**src/rtl/sample_capture_ctrl.sv**
```systemverilog
// sample_capture_ctrl
// Packs 8-bit samples into 64-bit words for one triggered frame, counts words
// against a latched frame length, and hands words downstream through a
// single-entry valid/ready output slot. Words that form while the slot is
// still held by the consumer are dropped and accounted in overflow/drop_cnt.

module sample_capture_ctrl #(
  parameter int BYTES_PER_WORD = 8,
  parameter int LEN_W          = 16
) (
  input  logic                        clk_50mhz,
  input  logic                        rst,
  input  logic                        arm,
  input  logic                        abort,
  input  logic                        trigger,
  input  logic [LEN_W-1:0]            frame_len,
  input  logic [7:0]                  sample_in,
  input  logic                        sample_vld,
  output logic [8*BYTES_PER_WORD-1:0] out_data,
  output logic                        out_valid,
  input  logic                        out_ready,
  output logic                        out_last,
  output logic                        busy,
  output logic                        done,
  output logic                        overflow,
  output logic [7:0]                  drop_cnt
);

  localparam int WORD_W = 8 * BYTES_PER_WORD;
  localparam int IDX_W  = (BYTES_PER_WORD > 1) ? $clog2(BYTES_PER_WORD) : 1;
  localparam logic [IDX_W-1:0] LAST_LANE = IDX_W'(BYTES_PER_WORD - 1);

  typedef enum logic [2:0] {
    S_IDLE,
    S_ARMED,
    S_CAPTURE,
    S_DRAIN,
    S_DONE
  } state_t;

  state_t              state;
  logic [LEN_W-1:0]    frame_len_q;   // words in the current frame
  logic [LEN_W-1:0]    word_cnt;      // words formed so far, dropped or not
  logic [IDX_W-1:0]    byte_idx;      // next lane to fill
  logic [WORD_W-1:0]   pack_q;        // lanes 0..N-2 of the word being built

  logic                take;          // consumer takes the slot on this edge
  logic                slot_free;     // a newly formed word may load this edge
  logic                lane_wr;       // a sample is accepted into a lane
  logic                word_formed;   // the accepted sample completes a word
  logic                final_word;    // the completed word is the last of the frame
  logic                word_loaded;   // the completed word enters the slot
  logic [WORD_W-1:0]   formed_word;   // completed word including the current sample

  // Handshake and word-completion decode shared by datapath and control.
  // NOTE: every signal gets a value at the top of the block so no path leaves
  // one unassigned, which would otherwise infer a latch.
  always_comb begin
    take        = out_valid && out_ready;
    slot_free   = !out_valid || out_ready;
    lane_wr     = (state == S_CAPTURE) && sample_vld;
    word_formed = lane_wr && (byte_idx == LAST_LANE);
    final_word  = word_formed && (word_cnt == frame_len_q - LEN_W'(1));
    word_loaded = word_formed && slot_free;
    formed_word = pack_q;
    formed_word[WORD_W-1 -: 8] = sample_in;
  end

  // Lane packing and the output data register.
  // NOTE: the packing buffer is an ordinary register bank and is cleared on
  // reset and abort so a restarted frame never exposes stale lanes.
  always_ff @(posedge clk_50mhz) begin
    if (rst) begin
      pack_q   <= '0;
      out_data <= '0;
    end else if (abort) begin
      pack_q <= '0;
    end else begin
      if (lane_wr) begin
        pack_q[int'(byte_idx) * 8 +: 8] <= sample_in;
      end
      if (word_loaded) begin
        out_data <= formed_word;
      end
    end
  end

  // Frame sequencing, output slot flags, status and drop accounting.
  // NOTE: all state here updates with non-blocking assignments so every
  // register samples the pre-edge values, regardless of statement order.
  always_ff @(posedge clk_50mhz) begin
    if (rst) begin
      state       <= S_IDLE;
      frame_len_q <= '0;
      word_cnt    <= '0;
      byte_idx    <= '0;
      out_valid   <= 1'b0;
      out_last    <= 1'b0;
      busy        <= 1'b0;
      done        <= 1'b0;
      overflow    <= 1'b0;
      drop_cnt    <= '0;
    end else if (abort) begin
      // Abort discards the frame but keeps the drop statistics for inspection.
      state     <= S_IDLE;
      word_cnt  <= '0;
      byte_idx  <= '0;
      out_valid <= 1'b0;
      out_last  <= 1'b0;
      busy      <= 1'b0;
      done      <= 1'b0;
    end else begin
      done <= 1'b0;

      // Slot empties when taken; a word loading on the same edge overrides below.
      if (take) begin
        out_valid <= 1'b0;
        out_last  <= 1'b0;
      end

      case (state)
        S_IDLE: begin
          if (arm && (frame_len != '0)) begin
            frame_len_q <= frame_len;
            word_cnt    <= '0;
            byte_idx    <= '0;
            overflow    <= 1'b0;
            drop_cnt    <= '0;
            busy        <= 1'b1;
            state       <= S_ARMED;
          end
        end

        S_ARMED: begin
          if (trigger) begin
            state <= S_CAPTURE;
          end
        end

        S_CAPTURE: begin
          if (lane_wr) begin
            byte_idx <= word_formed ? '0 : byte_idx + IDX_W'(1);
          end
          if (word_formed) begin
            word_cnt <= word_cnt + LEN_W'(1);
            if (slot_free) begin
              out_valid <= 1'b1;
              out_last  <= final_word;
            end else begin
              overflow <= 1'b1;
              if (drop_cnt != 8'hFF) begin
                drop_cnt <= drop_cnt + 8'd1;
              end
            end
            if (final_word) begin
              state <= S_DRAIN;
            end
          end
        end

        S_DRAIN: begin
          // Finish once the last presented word has left the slot.
          if (!out_valid || take) begin
            busy  <= 1'b0;
            done  <= 1'b1;
            state <= S_DONE;
          end
        end

        S_DONE: begin
          state <= S_IDLE;
        end

        default: begin
          busy  <= 1'b0;
          state <= S_IDLE;
        end
      endcase
    end
  end

endmodule
```
**config.mk**
```make
export PLATFORM = sky130hd
export DESIGN_NAME = sample_capture_ctrl
export DESIGN_NICKNAME = d
export VERILOG_FILES = /design/src/rtl/sample_capture_ctrl.sv
export SDC_FILE = /design/constraint.sdc
export NUM_CORES = 1
export LEC_CHECK = 0
export CORE_MARGIN = 3
export CORE_UTILIZATION = 50
export CTS_BUF_LIST = sky130_fd_sc_hd__clkbuf_4 sky130_fd_sc_hd__clkbuf_8 sky130_fd_sc_hd__clkbuf_16
export CTS_CLUSTER_DIAMETER = 50
export DETAILED_ROUTE_END_ITERATION = 16
export GPL_ROUTABILITY_DRIVEN = 0
export PLACE_DENSITY = 0.82
export SLEW_MARGIN = 30
export SYNTH_ARGS = -nofsm -noshare
export SYNTH_HDL_FRONTEND = slang
export SYNTH_SLANG_ARGS = --single-unit
```
**constraint.sdc**
```tcl
create_clock -name clk_50mhz -period 3.4 [get_ports clk_50mhz]
set_input_delay 0.34 -clock clk_50mhz [delete_from_list [all_inputs] [get_ports clk_50mhz]]
set_output_delay 0.34 -clock clk_50mhz [all_outputs]
set_load 0.02 [all_outputs]
```
* Yosys cells after proc, flatten, opt, wreduce, memory -nomap -nowiden
Index checks and enable logic that the tools add are counted.
** Storage, ports and cells
- Flip-flop bits (word level) :: 179
- Input port bits :: 31
- Output and inout bits :: 77
** Operators by class
- $add $sub $neg :: 5
- Eq/ne operators :: 15
- Shift operators :: 2
- Mux-type cells :: 35
- Bitwise operators :: 3
- Reduce and logical (&&, ||, !) cells :: 23
** Operators with widths (number)
- bitwise mux 64 bit :: 1
- variable shift 8 x 33 -> 64 bit, first input constant :: 1
- variable part select 8 x 33 -> 64 bit :: 1
- negator 6 -> 33 bit :: 1
- 2-to-1 mux 16 bit :: 2
- 2-to-1 mux 8 bit :: 4
- one-hot mux 16 bit (2 select lines) :: 1
- 2-to-1 mux 3 bit :: 8
- adder 16 x 1 -> 16 bit, second input constant :: 1
- equality test 16 bit :: 1
- one-hot mux 8 bit (2 select lines) :: 1
- nonzero test 16 bit :: 1
- subtractor 16 x 1 -> 16 bit, second input constant :: 1
- 2-to-1 mux 1 bit :: 14
- != test 2 bit, second input constant :: 7
- one-hot mux 3 bit (4 select lines) :: 1
- AND reduction 3 bit :: 4
- AND reduction 5 bit :: 2
- adder 8 x 1 -> 8 bit, second input constant :: 1
- != test 8 bit, second input constant :: 1
- equality test 3 x 2 -> 1 bit, second input constant :: 2
- equality test 3 bit, second input constant :: 2
- logical AND 1 bit :: 6
- one-hot mux 3 bit (2 select lines) :: 1
- 14 further kinds :: 18

* Depth between registers and ports, before layout
Gate-level depths: netlist of run 1.
- Word-level depth :: 7
- Gate-level depth with buffers :: 9
- Mapped depth without buffers :: 8

* Worst setup path after synthesis of run 1
No wires, ideal clock.
- Path type :: register to register
- Start point :: register byte_idx[0]
- End point :: register pack_q[55]
- Setup time :: 0.132 ns
- Arrival time :: 2.186 ns
- Data required time :: 3.268 ns
- Path slack :: 1.082 ns
- Stages on the path, launching flop included :: 10
- Buffers on the path :: 1
- Clock period less this slack :: 2.318 ns
- Cells stage by stage :: dfxtp_1 > inv_1 > ha_1 > ha_1 > nor2_1 > nand4b_1 > or3b_2 > clkbuf_1 > nand2_1 > a21oi_1
** Between the ends
- Word-level cells in the longest chain between the ends :: 3
- Elaborated cells between the ends (all ways) :: 4
** Ends and longest elaborated chain
- start: declaration :: line 44 : logic [IDX_W-1:0] byte_idx;
- start signal: assignment :: line 142 : byte_idx <= word_formed ? '0 : byte_idx + IDX_W'(1);
- negator 6 -> 33 bit * :: line 80 : pack_q[int'(byte_idx) * 8 +: 8] <= sample_in;
- variable part select 8 x 33 -> 64 bit / variable shift 8 x 33 -> 64 bit (equally long branches) :: line 80
- bitwise mux 64 bit * :: line 80
- end signal: indexed assignment :: line 80
- end: declaration :: line 45 : logic [WORD_W-1:0] pack_q;
Mark *: on every way between the ends. The rest lies on a longest branch, timed or not.
A chain may end at the register's enable or synchronous reset.

* Worst setup path after layout of run 1
- Start point :: register byte_idx[0]
- End point :: register pack_q[38]
The elaborated chain is that of the path after synthesis.

==> summary.md, run 1 <==
| Metric | Value |
|---|---|
| Num rows | `43` |
| Post-layout nets | `963` |
| Sequential share of power | `slightly below 50%` |
| Leak | `3.07 nW` |
| Routed len/inst | `15.8 um` |
| Finish-stage setup viols | `0` |
| Final Hold Viols | `0` |
| Area of the die | `15800 sq um` |
| Clk sink count | `171` |
| Initial core utilization | `between 50% and 60%` |
| Die outline height | `126 um` |
| Core area | `13900 sq um` |
| Largest net degree at the start of global routing | `70` |
| GRT Util Overall | `22.6%` |
| Max incr delay on CP | `~0.43 ns` |
| Initial antenna violation count | `0` |
| # DRC | `0` |
| Clock Tree Buf Depth | `2` |
| Most common cell after layout, fill and taps aside | `dfxtp_1` |
| First-pass DRT Iterations | `5` |
| IO buf count | `107` |
| Synth area leaders | `dfxtp_1 48%, nand2_1 8.8%, a21oi_1 7.3%, mux2i_1 7.3%, nor2_1 4.6%` |
| Post-Synthesis Net Count | `slightly below 900` |
| Final Cycle Share | `between 80% and 90%` |
| DP Area | `8310 sq um` |
| Finished Cell Area | `8900 sq um` |
| Internal power | `3.25 mW` |
| FMAX | `between 300 and 400 MHz` |
| Tmin final | `2.73 ns` |
| PnR worst setup slack | `between 0.6 and 0.7 ns` |
| CTS Root Buffer Type | `clkbuf_16` |
| Slew @ Worst Pin | `approximately 0.77 ns` |
| Pwr/cell area | `476 nW/um^2` |
| H-tree depth | `4` |
| Max Cap Viol | `0` |
| Commonest cells after routing, fill and taps aside | `171 x dfxtp_1, 168 x nand2_1, 106 x clkdlybuf4s50_1` |
| Worst path required time | `approximately 3.7 ns` |
| Share of cells above drive strength 1 | `~7.2%` |
| CTS Buf Count | `17` |
| Post-route antenna net violation count | `0` |
| Chip Width | `around 130 um` |
| Distinct cells, synth | `57` |
| Cell count after synthesis | `845` |
| Diode count | `0` |
| Global-route wire length before repair | `between 20000 and 30000 um` |
| Crit Path Class | `reg -> reg` |
| Area leader, netlist | `dfxtp_1` |
| Hold path cells | `2` |
| FF+latch count, synth | `171` |
| Unrepaired setup endpoints after global routing | `no` |
| Register-to-Register Path Depth | `9` |
| Post-synth top area share | `47.8%` |
| Sequential cell area fraction in the yosys report | `47.8%` |
| CTS tree | `built` |
| Worst-path clk slew | `0.07 ns` |
| Pins Over Slew Limit | `0` |
| Worst hold path class | `in -> reg` |
| Placed instance count | `1086` |
| Finished Layout Cells | `~1100` |
| Drt total wl | `17700 um` |
| Vias per cell | `5.51` |
| Setup Skew | `0.00882 ns` |
| Post-CTS Setup Repair Bufs | `0` |
| Total gr overflow | `0` |
| Clock share of power | `between 40 and 50%` |
| Top Ports | `108` |
| Fillers | `1148` |
| Register area | `3420 sq um` |
| Final setup TNS | `0 ns` |
| Vias | `6157` |
| Tot Pwr | `4.23 mW` |
| Top_reg_cell synth | `dfxtp_1` |
| Switching Share | `23.2%` |
| Ys async rst share | `0%` |
| Critical path cell sequence | `inv_1 -> ha_1 -> ha_1 -> nor2_1 -> nand4b_1 -> nor3b_1 -> buf_4 -> mux2i_1 -> nor2_1` |
| Hold Buf Count CTS | `0` |
| Status | `finished, final reports clean` |
| Critical path arrival | `3.05 ns` |
| Post-synth EDFFs | `0` |
| DP Wirelength | `11500 um` |
| DRT iter0 DRCs | `approximately 420` |
| Critical path startpoint category | `register` |
| Sw Pwr | `0.980 mW` |
| Syn Area/Cell | `about 8.5 sq um` |
| Rel. slew slack | `48.9%` |
| Dpl ws | `slightly below 0.5 ns` |
| CTS resizes | `0` |
| Crit-path max FO | `9` |
| Slowest cell on crit path | `nor2_1` |
| Vias in the first global route | `5747` |
| CP endpoint kind | `register` |
| Mapped Area | `7170 sq um` |
| YS warnings | `0` |
| Clk_lat worst skew | `0.43 ns` |
| Area of the multi-input gates | `3470 sq um` |
| Worst vdd ir | `339 uV` |
| Combinational share of power | `6.1%` |
| Area delta synth->final | `24.1%` |
==> final cells by class <==
type                            count  share of cell area (%)
Clock buffer                       20                    5.10
Clock inverter                     12                    1.53
Inverter                            9                   0.380
Multi-Input combinational cell    609                    39.0
Sequential cell                   171                    38.5
Tap cell                          180                    2.53
Timing Repair Buffer              117                    13.0
==> critical path, delay by kind of cell, from the launching register on <==
kind / cells / cell delay [ns]
adders and majority gates: 2 / 0.42
buffers and inverters: 2 / 0.37
and+or+nand+nor: 4 / 1.20
DFF: 1 / 0.40
muxes: 1 / 0.24
==> per-layer routing <==
metal  GRT usage [%]  vias up  part of all wire, %
met5               0        -                    0
met2            33.8      186                   45
met1            31.5     2913                   47
met4            7.21        0                  1.5
li1                -     3033                    -
met3            6.70       25                  6.8
==> sequential cells by signal (all words and copies together) (netlist names), 3 cells and up <==
register and flops:
pack_q 56, frame_len_q 16, out_data 64, word_cnt 16
state 3, byte_idx 3, drop_cnt 8
==> metrics by stage <==
stage | utilization (%) | hold slack [ns]
3_5_place_dp | 59.6 | 0.444
4_1_cts | 63.9 | 0.264
3_3_place_gp | 59.6 | 0.439
6_report | 63.9 | 0.276
5_1_grt | 63.9 | 0.278
2_1_floorplan | - | 0.431
==> Yosys cell counts (all sizes together), types with 2 or more instances <==
master,instances
dfxtp,171
nand2,168
a21oi,104
nor2,90
mux2i,52
nand3,44
clkbuf,40
xnor2,18
xor2,18
buf,16
nand4,14
nor3,12
and3,11
inv,9
nor3b,8
ha,7
o21ai,6
or2,5
or4,5
nor4,4
a211oi,3
and2,3
and4,3
mux2,3
or3,3
or3b,3
a31oi,2
nand3b,2
nand4b,2
nor2b,2
nor4b,2
o2111ai,2
o41ai,2
==> cells by family (layout without fill, tap and decap cells) <==
family | after synthesis | count (layout) | synth area share, %
simple gates | 384 | 384 | 25.0
flops | 171 | 171 | 47.8
compound gates | 127 | 127 | 10.0
buf+inv | 65 | 158 | 3.91
mux | 55 | 55 | 7.73
xor+xnor | 36 | 36 | 4.40
fa+ha+maj | 7 | 7 | 1.22
==> power by group through the flow <==
stage	logic, mW	registers [mW]	clock network [mW]
3_3_place_gp	0.255	2.08	0
5_1_grt	0.282	2.04	2.06
6_report	0.260	2.04	1.94
4_1_cts	0.258	2.03	1.96
2_1_floorplan	0.176	2.07	0
3_5_place_dp	0.257	2.08	0
==> worst paths after layout <==
| path | start | to | slack (ns) |
|---|---|---|---|
| max | byte_idx[0] | pack_q[38] | 0.67 |
| min | rst | frame_len_q[12] | 0.28 |
| max reg2reg | byte_idx[0] | pack_q[38] | 0.67 |
| min reg2reg | pack_q[8] | out_data[8] | 0.45 |
Power figures use the tool's default switching activity.
==> run 2, diff against run 1 <==
- clock period: 3.4 -> 2.85 ns (I/O delays scaled with it)
==> summary.md, run 2 (synthesized netlist as in run 1, its figures left out) <==
| Metric | Value |
|---|---|
| Finished Cell Area | `8980 sq um (was 8900 sq um)` |
| Fillers | `1120 (was 1148)` |
| FF-to-FF Start | `frame_len_q[4] (was byte_idx[0])` |
| Final Hold Viols | `0 (unchanged)` |
| Unrepaired setup endpoints after global routing | `no (unchanged)` |
| Top Registers | `out_data (64), pack_q (56) (unchanged)` |
| IO buf count | `107 (unchanged)` |
| Total gr overflow | `0 (unchanged)` |
| Most common cell after layout, fill and taps aside | `dfxtp_1 (unchanged)` |
| Routed len/inst | `15.6 um (was 15.8 um)` |
| DP Area | `8370 sq um (was 8310 sq um)` |
| Die outline height | `126 um (unchanged)` |
| Critical path startpoint category | `register (unchanged)` |
| Final Cycle Share | `83.6% (was 80.4%)` |
| CTS Root Buffer Type | `clkbuf_16 (unchanged)` |
| Hold path cells | `3 (was 2)` |
| Vias per cell | `5.52 (was 5.51)` |
| CTS tree | `built (unchanged)` |
| Clock Tree Buf Depth | `2 (unchanged)` |
| Global-route wire length before repair | `29200 um (about the same)` |
| Initial antenna violation count | `0 (unchanged)` |
| Worst-path clk slew | `0.06 ns (was 0.07 ns)` |
| Status | `finished, final reports clean (unchanged)` |
| Finish-stage setup viols | `0 (unchanged)` |
| Post-route antenna net violation count | `0 (unchanged)` |
| Critical path arrival | `2.74 ns (was 3.05 ns)` |
| Core area | `13900 sq um (unchanged)` |
| DP Wirelength | `11500 um (about the same)` |
| Crit-path max FO | `7 (was 9)` |
| H-tree depth | `4 (unchanged)` |
| # DRC | `0 (unchanged)` |
| Rel. slew slack | `54.8% (was 48.9%)` |
| Max Cap Viol | `0 (unchanged)` |
| First-pass DRT Iterations | `5 (unchanged)` |
| DRT iter0 DRCs | `589 (was 416)` |
| CP endpoint kind | `register (unchanged)` |
| FMAX | `420 MHz (was 366 MHz)` |
| Hold Buf Count CTS | `0 (unchanged)` |
| Hold EP | `busy (was frame_len_q[12])` |
| Drt total wl | `17600 um (was 17700 um)` |
| Area of the die | `15800 sq um (unchanged)` |
| Area delta synth->final | `25.3% (was 24.1%)` |
| Post-CTS Setup Repair Bufs | `0 (unchanged)` |
| HP Start | `rst (unchanged)` |
| Chip Width | `126 um (unchanged)` |
| Worst path required time | `3.21 ns (was 3.72 ns)` |
| Slew @ Worst Pin | `0.677 ns (was 0.766 ns)` |
| CTS Buf Count | `17 (unchanged)` |
| R2R Setup Slk | `0.47 ns (was 0.67 ns)` |
| Leak | `3.12 nW (was 3.07 nW)` |
| CTS resizes | `0 (unchanged)` |
| Largest net degree at the start of global routing | `65 (was 70)` |
| Vias | `6211 (was 6157)` |
| Final setup TNS | `0 ns (unchanged)` |
| Worst vdd ir | `372 uV (was 339 uV)` |
| R2R Path End | `out_last (was pack_q[38])` |
| Biggest register | `out_data (unchanged)` |
| Clk_lat worst skew | `0.43 ns (about the same)` |
| Tmin final | `2.38 ns (was 2.73 ns)` |
| Vias in the first global route | `5882 (was 5747)` |
| Diode count | `0 (unchanged)` |
| Worst hold path class | `in -> reg (unchanged)` |
| Share of cells above drive strength 1 | `7.94% (was 7.25%)` |
| Setup Skew | `0.00729 ns (was 0.00882 ns)` |
| Clk sink count | `171 (unchanged)` |
| Num rows | `43 (unchanged)` |
| GRT Util Overall | `22.7% (was 22.6%)` |
| Crit Path Class | `reg -> reg (unchanged)` |
| Top Ports | `108 (unchanged)` |
| Register-to-Register Path Depth | `6 (was 9)` |
| Post-layout nets | `970 (was 963)` |
| Initial core utilization | `51.4% (unchanged)` |
| Pins Over Slew Limit | `0 (unchanged)` |
| Commonest cells after routing, fill and taps aside | `171 x dfxtp_1, 168 x nand2_1, 106 x clkdlybuf4s50_1 (unchanged)` |
| Largest register FFs | `64 (unchanged)` |
| Pwr/cell area | `568 nW/um^2 (was 476 nW/um^2)` |
==> run 2: how the worst max path moves through the flow <==
stage / startpoint / end / cells after the start
global placement: frame_len[10] / word_cnt[9] / 8
finish: frame_len_q[4] / out_last / 6
detailed placement: frame_len[10] / drop_cnt[1] / 9
global route: byte_idx[0] / pack_q[38] / 10
floorplan: byte_idx[0] / pack_q[55] / 9
CTS: frame_len_q[4] / out_last / 6
==> run 2: through the flow <==
stage	total power [mW]	util [%]	cells	setup slack (ns)	hold WS, ns
floorplan	2.68	-	845	0.532	0.431
global placement	2.79	60.1	1093	0.246	0.439
detailed placement	2.79	60.1	1093	0.167	0.443
CTS	5.13	64.4	1125	0.488	0.286
global route	5.27	64.4	1125	0.237	0.330
finish	5.10	64.4	1125	0.468	0.294
==> run 2: critical path, stage by stage, from the launching register on <==
cell and delay (ns):
dfxtp_1 0.39, nor4_1 0.56, nor3b_4 0.41, or3b_1 0.41, xnor2_1 0.17, nand4_1 0.20
o21ai_1 0.19
==> run 2: per-layer routing <==
layer  routed length [um]  track usage [%]  vias up
met5                    0                0        -
met4                  389             8.35        0
met3                 1090             5.39       26
met2                 8110             35.3      185
met1                 8000             30.9     2945
li1                     -                -     3055
==> run 2: power by group <==
part / leakage, nW / switching (mW) / internal [mW]
logic: 1.44 / 0.180 / 0.138
clock network: 0.303 / 0.996 / 1.36
registers: 1.38 / 0.0231 / 2.40
total: 3.12 / 1.20 / 3.90
==> run 2: layout make-up <==
class	count	area [sq um]	share of cell area, %
inverters	9	33.8	0.376
clock inverters	13	154	1.71
flip-flops and latches	171	3420	38.1
multi-input cells	609	3470	38.7
repair buffers	124	1220	13.6
clock buffers	19	453	5.04
well taps	180	225	2.51
